**src/rtl/mem_write_scoreboard.sv**
```systemverilog
// Memory write scoreboard: watches a memory write port and compares writes to a
// window of checkpoint addresses against a preloaded answer table.
//
// A run starts when checkpoint 0 is written with its expected value. After that,
// each checkpoint counts once, and every mismatch increments error_num. The run
// ends in REPORT when all checkpoints have been seen, or when the cycle limit
// expires. Only a reset leaves REPORT.
//
// Ports:
//   clk, rst        clock; asynchronous active-high reset
//   ld_en/idx/data  answer-table load (IDLE only, readable byte order)
//   addr/data/wen   monitored memory write port (word address)
//   error_num       mismatch count, 255 = run not started
//   duration        cycles spent in CHECK
//   finish          high while in REPORT
//   timeout         REPORT was reached by the cycle limit
//   checked         number of distinct checkpoints seen
//   first_err_idx   index of first mismatch (all-ones = none)
//   first_err_data  compare-order data of first mismatch
module mem_write_scoreboard #(
  parameter int unsigned       ADDR_W      = 30,
  parameter int unsigned       DATA_W      = 32,
  parameter int unsigned       NUM_CHK     = 14,
  parameter logic [ADDR_W-1:0] BASE_ADDR   = '0,
  parameter bit                SWAP        = 1'b1,
  parameter logic [15:0]       TIMEOUT_CYC = 16'hFFFF,
  localparam int unsigned      IDX_W       = $clog2(NUM_CHK)
) (
  input  logic              clk,
  input  logic              rst,
  input  logic              ld_en,
  input  logic [IDX_W-1:0]  ld_idx,
  input  logic [DATA_W-1:0] ld_data,
  input  logic [ADDR_W-1:0] addr,
  input  logic [DATA_W-1:0] data,
  input  logic              wen,
  output logic [7:0]        error_num,
  output logic [15:0]       duration,
  output logic              finish,
  output logic              timeout,
  output logic [IDX_W:0]    checked,
  output logic [IDX_W-1:0]  first_err_idx,
  output logic [DATA_W-1:0] first_err_data
);

  localparam logic [IDX_W:0] NumChkW = (IDX_W+1)'(NUM_CHK);

  typedef enum logic [1:0] {StIdle, StCheck, StReport} state_e;

  state_e              state_q, state_d;
  logic                wen_q;
  logic [7:0]          err_q, err_d;
  logic [15:0]         dur_q, dur_d;
  logic                tmo_q, tmo_d;
  logic [IDX_W:0]      chk_q, chk_d;
  logic [NUM_CHK-1:0]  done_q, done_d;
  logic                first_seen_q, first_seen_d;
  logic [IDX_W-1:0]    fidx_q, fidx_d;
  logic [DATA_W-1:0]   fdata_q, fdata_d;
  logic [9:0]          pen_sum;

  // Answer table has no reset so it survives between runs.
  logic [DATA_W-1:0]   table_q [NUM_CHK];

  function automatic logic [DATA_W-1:0] byte_rev(input logic [DATA_W-1:0] v);
    logic [DATA_W-1:0] r;
    r = '0;
    for (int b = 0; b < int'(DATA_W / 8); b++) begin
      r[8*b +: 8] = v[int'(DATA_W) - 8 - 8*b +: 8];
    end
    return r;
  endfunction

  logic [DATA_W-1:0] cmp_data;
  logic              wr_event;
  logic [ADDR_W-1:0] offset;
  logic [IDX_W-1:0]  idx;
  logic              in_window;
  logic              hit;

  assign cmp_data  = SWAP ? byte_rev(data) : data;
  // Rising edge of wen: a long write strobe counts once.
  assign wr_event  = wen & ~wen_q;
  assign offset    = addr - BASE_ADDR;
  assign idx       = offset[IDX_W-1:0];
  assign in_window = (offset != '0) && (offset < ADDR_W'(NUM_CHK));
  assign hit       = wr_event && in_window && !done_q[idx];

  always_ff @(posedge clk) begin
    if (state_q == StIdle && ld_en && (32'(ld_idx) < NUM_CHK)) begin
      table_q[ld_idx] <= ld_data;
    end
  end

  always_comb begin
    state_d      = state_q;
    err_d        = err_q;
    dur_d        = dur_q;
    tmo_d        = tmo_q;
    chk_d        = chk_q;
    done_d       = done_q;
    first_seen_d = first_seen_q;
    fidx_d       = fidx_q;
    fdata_d      = fdata_q;
    pen_sum      = '0;

    unique case (state_q)
      StIdle: begin
        if (wr_event && addr == BASE_ADDR && cmp_data == table_q[0]) begin
          state_d   = StCheck;
          err_d     = 8'd0;
          chk_d     = (IDX_W+1)'(1);
          done_d    = '0;
          done_d[0] = 1'b1;
          dur_d     = 16'd0;
        end
      end

      StCheck: begin
        if (dur_q != 16'hFFFF) begin
          dur_d = dur_q + 16'd1;
        end
        if (hit) begin
          done_d[idx] = 1'b1;
          chk_d       = chk_q + (IDX_W+1)'(1);
          if (cmp_data != table_q[idx]) begin
            if (err_q != 8'hFF) begin
              err_d = err_q + 8'd1;
            end
            if (!first_seen_q) begin
              first_seen_d = 1'b1;
              fidx_d       = idx;
              fdata_d      = cmp_data;
            end
          end
        end
        if (chk_q == NumChkW) begin
          state_d = StReport;
        end else if (dur_q == TIMEOUT_CYC && chk_d != NumChkW) begin
          // A checkpoint completing the set on the limit cycle beats the timeout.
          state_d = StReport;
          tmo_d   = 1'b1;
          dur_d   = dur_q;
          pen_sum = 10'(err_d) + 10'(NUM_CHK) - 10'(chk_d);
          err_d   = (pen_sum > 10'd255) ? 8'hFF : pen_sum[7:0];
        end
      end

      StReport: ;

      default: state_d = StIdle;
    endcase
  end

  always_ff @(posedge clk or posedge rst) begin
    if (rst) begin
      state_q      <= StIdle;
      wen_q        <= 1'b0;
      err_q        <= 8'hFF;
      dur_q        <= 16'd0;
      tmo_q        <= 1'b0;
      chk_q        <= '0;
      done_q       <= '0;
      first_seen_q <= 1'b0;
      fidx_q       <= '1;
      fdata_q      <= '0;
    end else begin
      state_q      <= state_d;
      wen_q        <= wen;
      err_q        <= err_d;
      dur_q        <= dur_d;
      tmo_q        <= tmo_d;
      chk_q        <= chk_d;
      done_q       <= done_d;
      first_seen_q <= first_seen_d;
      fidx_q       <= fidx_d;
      fdata_q      <= fdata_d;
    end
  end

  assign error_num      = err_q;
  assign duration       = dur_q;
  assign finish         = (state_q == StReport);
  assign timeout        = tmo_q;
  assign checked        = chk_q;
  assign first_err_idx  = fidx_q;
  assign first_err_data = fdata_q;

endmodule

```
**config.mk**
```make
export PLATFORM = sky130hd
export DESIGN_NAME = mem_write_scoreboard
export DESIGN_NICKNAME = d
export VERILOG_FILES = /design/src/rtl/mem_write_scoreboard.sv
export SDC_FILE = /design/constraint.sdc
export NUM_CORES = 1
export LEC_CHECK = 0
export ABC_CLOCK_PERIOD_IN_PS = 5900
export BUFFER_PORTS_ARGS = -buffer_cell sky130_fd_sc_hd__clkbuf_2
export CAP_MARGIN = 20
export CELL_PAD_IN_SITES_DETAIL_PLACEMENT = 0
export CELL_PAD_IN_SITES_GLOBAL_PLACEMENT = 1
export CORE_MARGIN = 5
export CORE_UTILIZATION = 41
export CTS_BUF_LIST = sky130_fd_sc_hd__clkbuf_2 sky130_fd_sc_hd__clkbuf_4 sky130_fd_sc_hd__clkbuf_8
export DETAILED_ROUTE_END_ITERATION = 7
export MAX_ROUTING_LAYER = met4
export PLACE_DENSITY = 0.71
export SLEW_MARGIN = 25
export SYNTH_ARGS = -nofsm -noshare
export SYNTH_HDL_FRONTEND = slang
export SYNTH_SLANG_ARGS = --single-unit
```
**constraint.sdc**
```tcl
create_clock -name clk -period 5.9 [get_ports clk]
set_clock_uncertainty 0.15 [all_clocks]
set_input_delay 1.18 -clock clk [delete_from_list [all_inputs] [get_ports clk]]
set_output_delay 1.18 -clock clk [all_outputs]
set_load 0.02 [all_outputs]
```
==> impl_metrics.py <==
metrics = {
    "status": {
        "status": "complete, no violations",
    },
    "setup_path": {
        "arrival_ns": 6.10,
        "end_kind": "flip-flop",
        "critical-path-slowest-cell": "mux4_2",
        "cp-startpoint": "addr[1]",
        "path_max_fanout": 25,
        "slowest_delay_ns": 0.54,
        "crit_type": "input pin to flip-flop",
        "crit_path_cell_trace": "buf_12, mux4_2, mux4_2, xor2_1, or4_1, or4_4, nor2_2, nor2b_1, nand2_1, xor2_1, ha_1, inv_1, ha_1, a21o_1, a21oi_1, o21bai_1, a21oi_1, o21bai_1, a21oi_2, nand3_1, mux2i_4, a32oi_1",
        "r2r_cells": 21,
        "cp.required_ns": 6.31,
        "cp-start-kind": "input pin",
        "critical_path.reg2reg.startpoint": "table_q[0][8]",
    },
    "synth": {
        "yosysTopAreaCell": "edfxtp_1",
        "yosysSeqAreaShare_pct": 68.2,
        "netlist_area_sq_mm": 0.0228,
        "async_flop_share_pct": 15.8,
        "synthFlopType": "edfxtp_1",
        "synth-edff-count": 448,
        "yosys-top-cells-count": "448 x edfxtp_1, 123 x mux2i_1, 84 x nor2_1",
        "yosys.cell_types.count": 76,
        "avgSynthCellArea_sq_um": 15.7,
        "synthMostInstantiatedCell": "edfxtp_1",
        "synthCells": 1452,
        "ys_seq_elements": 532,
        "synth.top_cell.area_share_pct": 58.9,
        "synthesis.nets": 1572,
        "synthTopCellsByArea": "edfxtp_1 59%, dfrtp_1 7.9%, mux2i_1 5.4%",
        "yosysWarnings": 0,
    },
    "clocking": {
        "clk_path_buf_depth": 3,
        "numCtsBuffers": 90,
        "path_clk_slew_ns": 0.05,
        "htreeDepth": 3,
        "clkLatencyLatePin_ns": 0.69,
        "cts_sinks": 532,
        "hold_buffers": 0,
        "cts-root-buf": "clkbuf_8",
        "cts_tree": "yes",
    },
    "power": {
        "ir_drop_uv": 222,
        "p_switching_w": 0.00183,
        "p_leak_nw": 10.4,
        "p_sw_share_pct": 22.7,
        "clockPowerShare_pct": 42.3,
        "power_w": 0.00806,
        "p_int_w": 0.00624,
        "power_frac_seq_pct": 51.2,
        "pwr-share-comb_pct": 6.6,
        "pwr_density_cell_mw_per_mm2": 292,
    },
    "layout": {
        "syn_to_final_growth_pct": 20.9,
        "regArea_sq_mm": 0.0156,
        "nets": 1910,
        "post-route-cell-area_sq_mm": 0.0276,
        "drive_above_1_share_pct": 34.2,
        "multi_input_comb_area_sq_mm": 0.00699,
        "fillers": 4772,
    },
    "place": {
        "io_buffers": 168,
        "detailed_place_hpwl_mm": 40.7,
        "place_area_sq_mm": 0.0256,
        "place_congestion": 0.863,
    },
    "global_route": {
        "antenna_found_initial": 3,
        "grt_pass1_vias": 14400,
        "grtUsageTotal_pct": 20.7,
        "grt_max_degree": 55,
        "grt.overflow.total": 0,
        "grt_pass1_wl_mm": 90.9,
    },
    "detailed_routing": {
        "antenna_left": 0,
        "drc": 0,
        "drt_iter0_drc": 1023,
        "totalWireLength_mm": 61.6,
        "drt_first_pass_iters": 5,
        "vias": 13900,
        "drt-wirelength-per-cell_um": 23.6,
        "vias_per_cell": 5.31,
    },
    "sta": {
        "final_max_slew_viol_count": 0,
        "hold_violations": 0,
        "min_period_ns": 5.70,
        "slew-limit-headroom_pct": 29.3,
        "max_freq_ghz": 0.176,
        "worstMarginPinSlew_ns": 1.06,
        "fin_crit_sh_pct": 96.6,
        "finalSetupViolations": 0,
    },
    "hold_path": {
        "hp-class": "flip-flop to flip-flop",
        "whs_path_depth": 1,
        "hp-start": "timeout",
    },
    "floorplanning": {
        "ios": 169,
        "start_util_pct": 41.5,
        "die-width_um": 246,
        "coreArea_sq_mm": 0.0551,
        "die_y_um": 246,
        "num_rows": 86,
        "dieArea_sq_mm": 0.0605,
    },
    "job": {
        "max_cap_violations": 0,
    },
}
-- path summary, 6_finish.rpt --
check	end	slack, ns
max in group asynchronous	first_err_data[19]	4.11
worst min register to register	timeout	0.32
worst min-delay path	timeout	0.32
worst max-delay path	error_num[0]	0.20
worst max register to register	error_num[0]	0.54
min in group asynchronous	first_err_data[17]	0.37
-- metal layers --
layer  wire length (um)  part of all wire (%)  track usage [%]  vias to the layer above
li1                   -                     -                -                     6306
met1              26100                    42             26.8                     6986
met2              29700                    48             33.3                      466
met3               4110                   6.7             4.53                      113
met4               1690                   2.7             6.06                        0
met5                  0                     0                -                        -
-- per-stage QoR --
step	hold WS [ns]	instances	utilization [%]	setup WS, ns	TNS, ns
2_1_floorplan	0.285	1452	-	-0.0530	-0.240
3_3_place_gp	0.292	2445	46.5	-0.732	-5.51
3_5_place_dp	0.312	2445	46.5	-0.764	-5.84
4_1_cts	0.324	2609	49.9	0.000238	0
5_1_grt	0.336	2613	50.1	-0.0211	-0.0211
6_report	0.324	2613	50.1	0.203	0
-- kinds of logic (layout without fill, tap and decap cells) --
| group | after synthesis | in the layout | share of synthesized area [%] |
|---|---|---|---|
| flip-flops | 532 | 532 | 68.2 |
| AND/OR/NAND/NOR | 274 | 274 | 5.98 |
| multiplexers | 228 | 228 | 13.0 |
| AO/OA/AOI/OAI | 198 | 198 | 5.62 |
| XOR/XNOR | 106 | 106 | 4.06 |
| buffers and inverters | 96 | 506 | 2.14 |
| adder cells (fa/ha/maj) | 18 | 18 | 1.02 |
| other | 0 | 3 | 0 |
-- worst max-delay path, delay by kind of cell --
kind / cells / cell delay [ns]
multiplexers: 3 / 1.37
buffers and inverters: 2 / 0.26
AND/OR/NAND/NOR: 6 / 1.45
adder cells (fa/ha/maj): 2 / 0.48
AO/OA/AOI/OAI: 7 / 1.02
XOR/XNOR: 2 / 0.31
-- power groups by stage --
stage | logic, W | registers [W] | clock network (W)
CTS | 0.000524 | 0.00413 | 0.00347
floorplan | 0.000268 | 0.00420 | 0
global placement | 0.000516 | 0.00420 | 0
global route | 0.000568 | 0.00413 | 0.00365
detailed placement | 0.000522 | 0.00420 | 0
finish | 0.000529 | 0.00413 | 0.00341
-- layout by cell type (no fill, tap or decap), drive strengths merged, types with 12 or more instances in the layout --
| master | count |
|---|---|
| dfrtp | 72 |
| o22ai | 27 |
| xor2 | 62 |
| ha | 17 |
| nand2 | 66 |
| a21oi | 47 |
| xnor2 | 44 |
| clkinv | 21 |
| nand2b | 16 |
| inv | 24 |
| o21ai | 45 |
| buf | 155 |
| dfstp | 12 |
| nand3 | 15 |
| mux2 | 56 |
| nor4 | 16 |
| edfxtp | 448 |
| mux4 | 48 |
| clkbuf | 302 |
| nand4 | 20 |
| nor2 | 84 |
| mux2i | 124 |
-- final cells by class --
class,count,area share [%]
flip-flops and latches,532,56.4
multi-input cells,824,25.3
repair buffers,319,7.63
clock buffers,138,6.18
well taps,748,3.39
clock inverters,26,0.725
inverters,23,0.322
diodes,3,0.0272
-- state kept, by name, summed over array words and instances (netlist names) --
| signal | flops |
|---|---|
| table_q | 448 |
| first_err_idx | 4 |
| error_num | 8 |
| state_q | 2 |
| checked | 5 |
| duration | 16 |
| done_q | 14 |
| first_err_data | 32 |
| timeout | 1 |
| wen_q | 1 |
| first_seen_q | 1 |
-- what timing repair did --
action / in CTS / in global routing
pin swaps: 0 / 4
resized for setup: 1 / 20
setup buffers: 0 / 1
endpoints found under the setup margin: 7 / 8
cloned: 0 / 0
(Power assumes the default switching activity.)
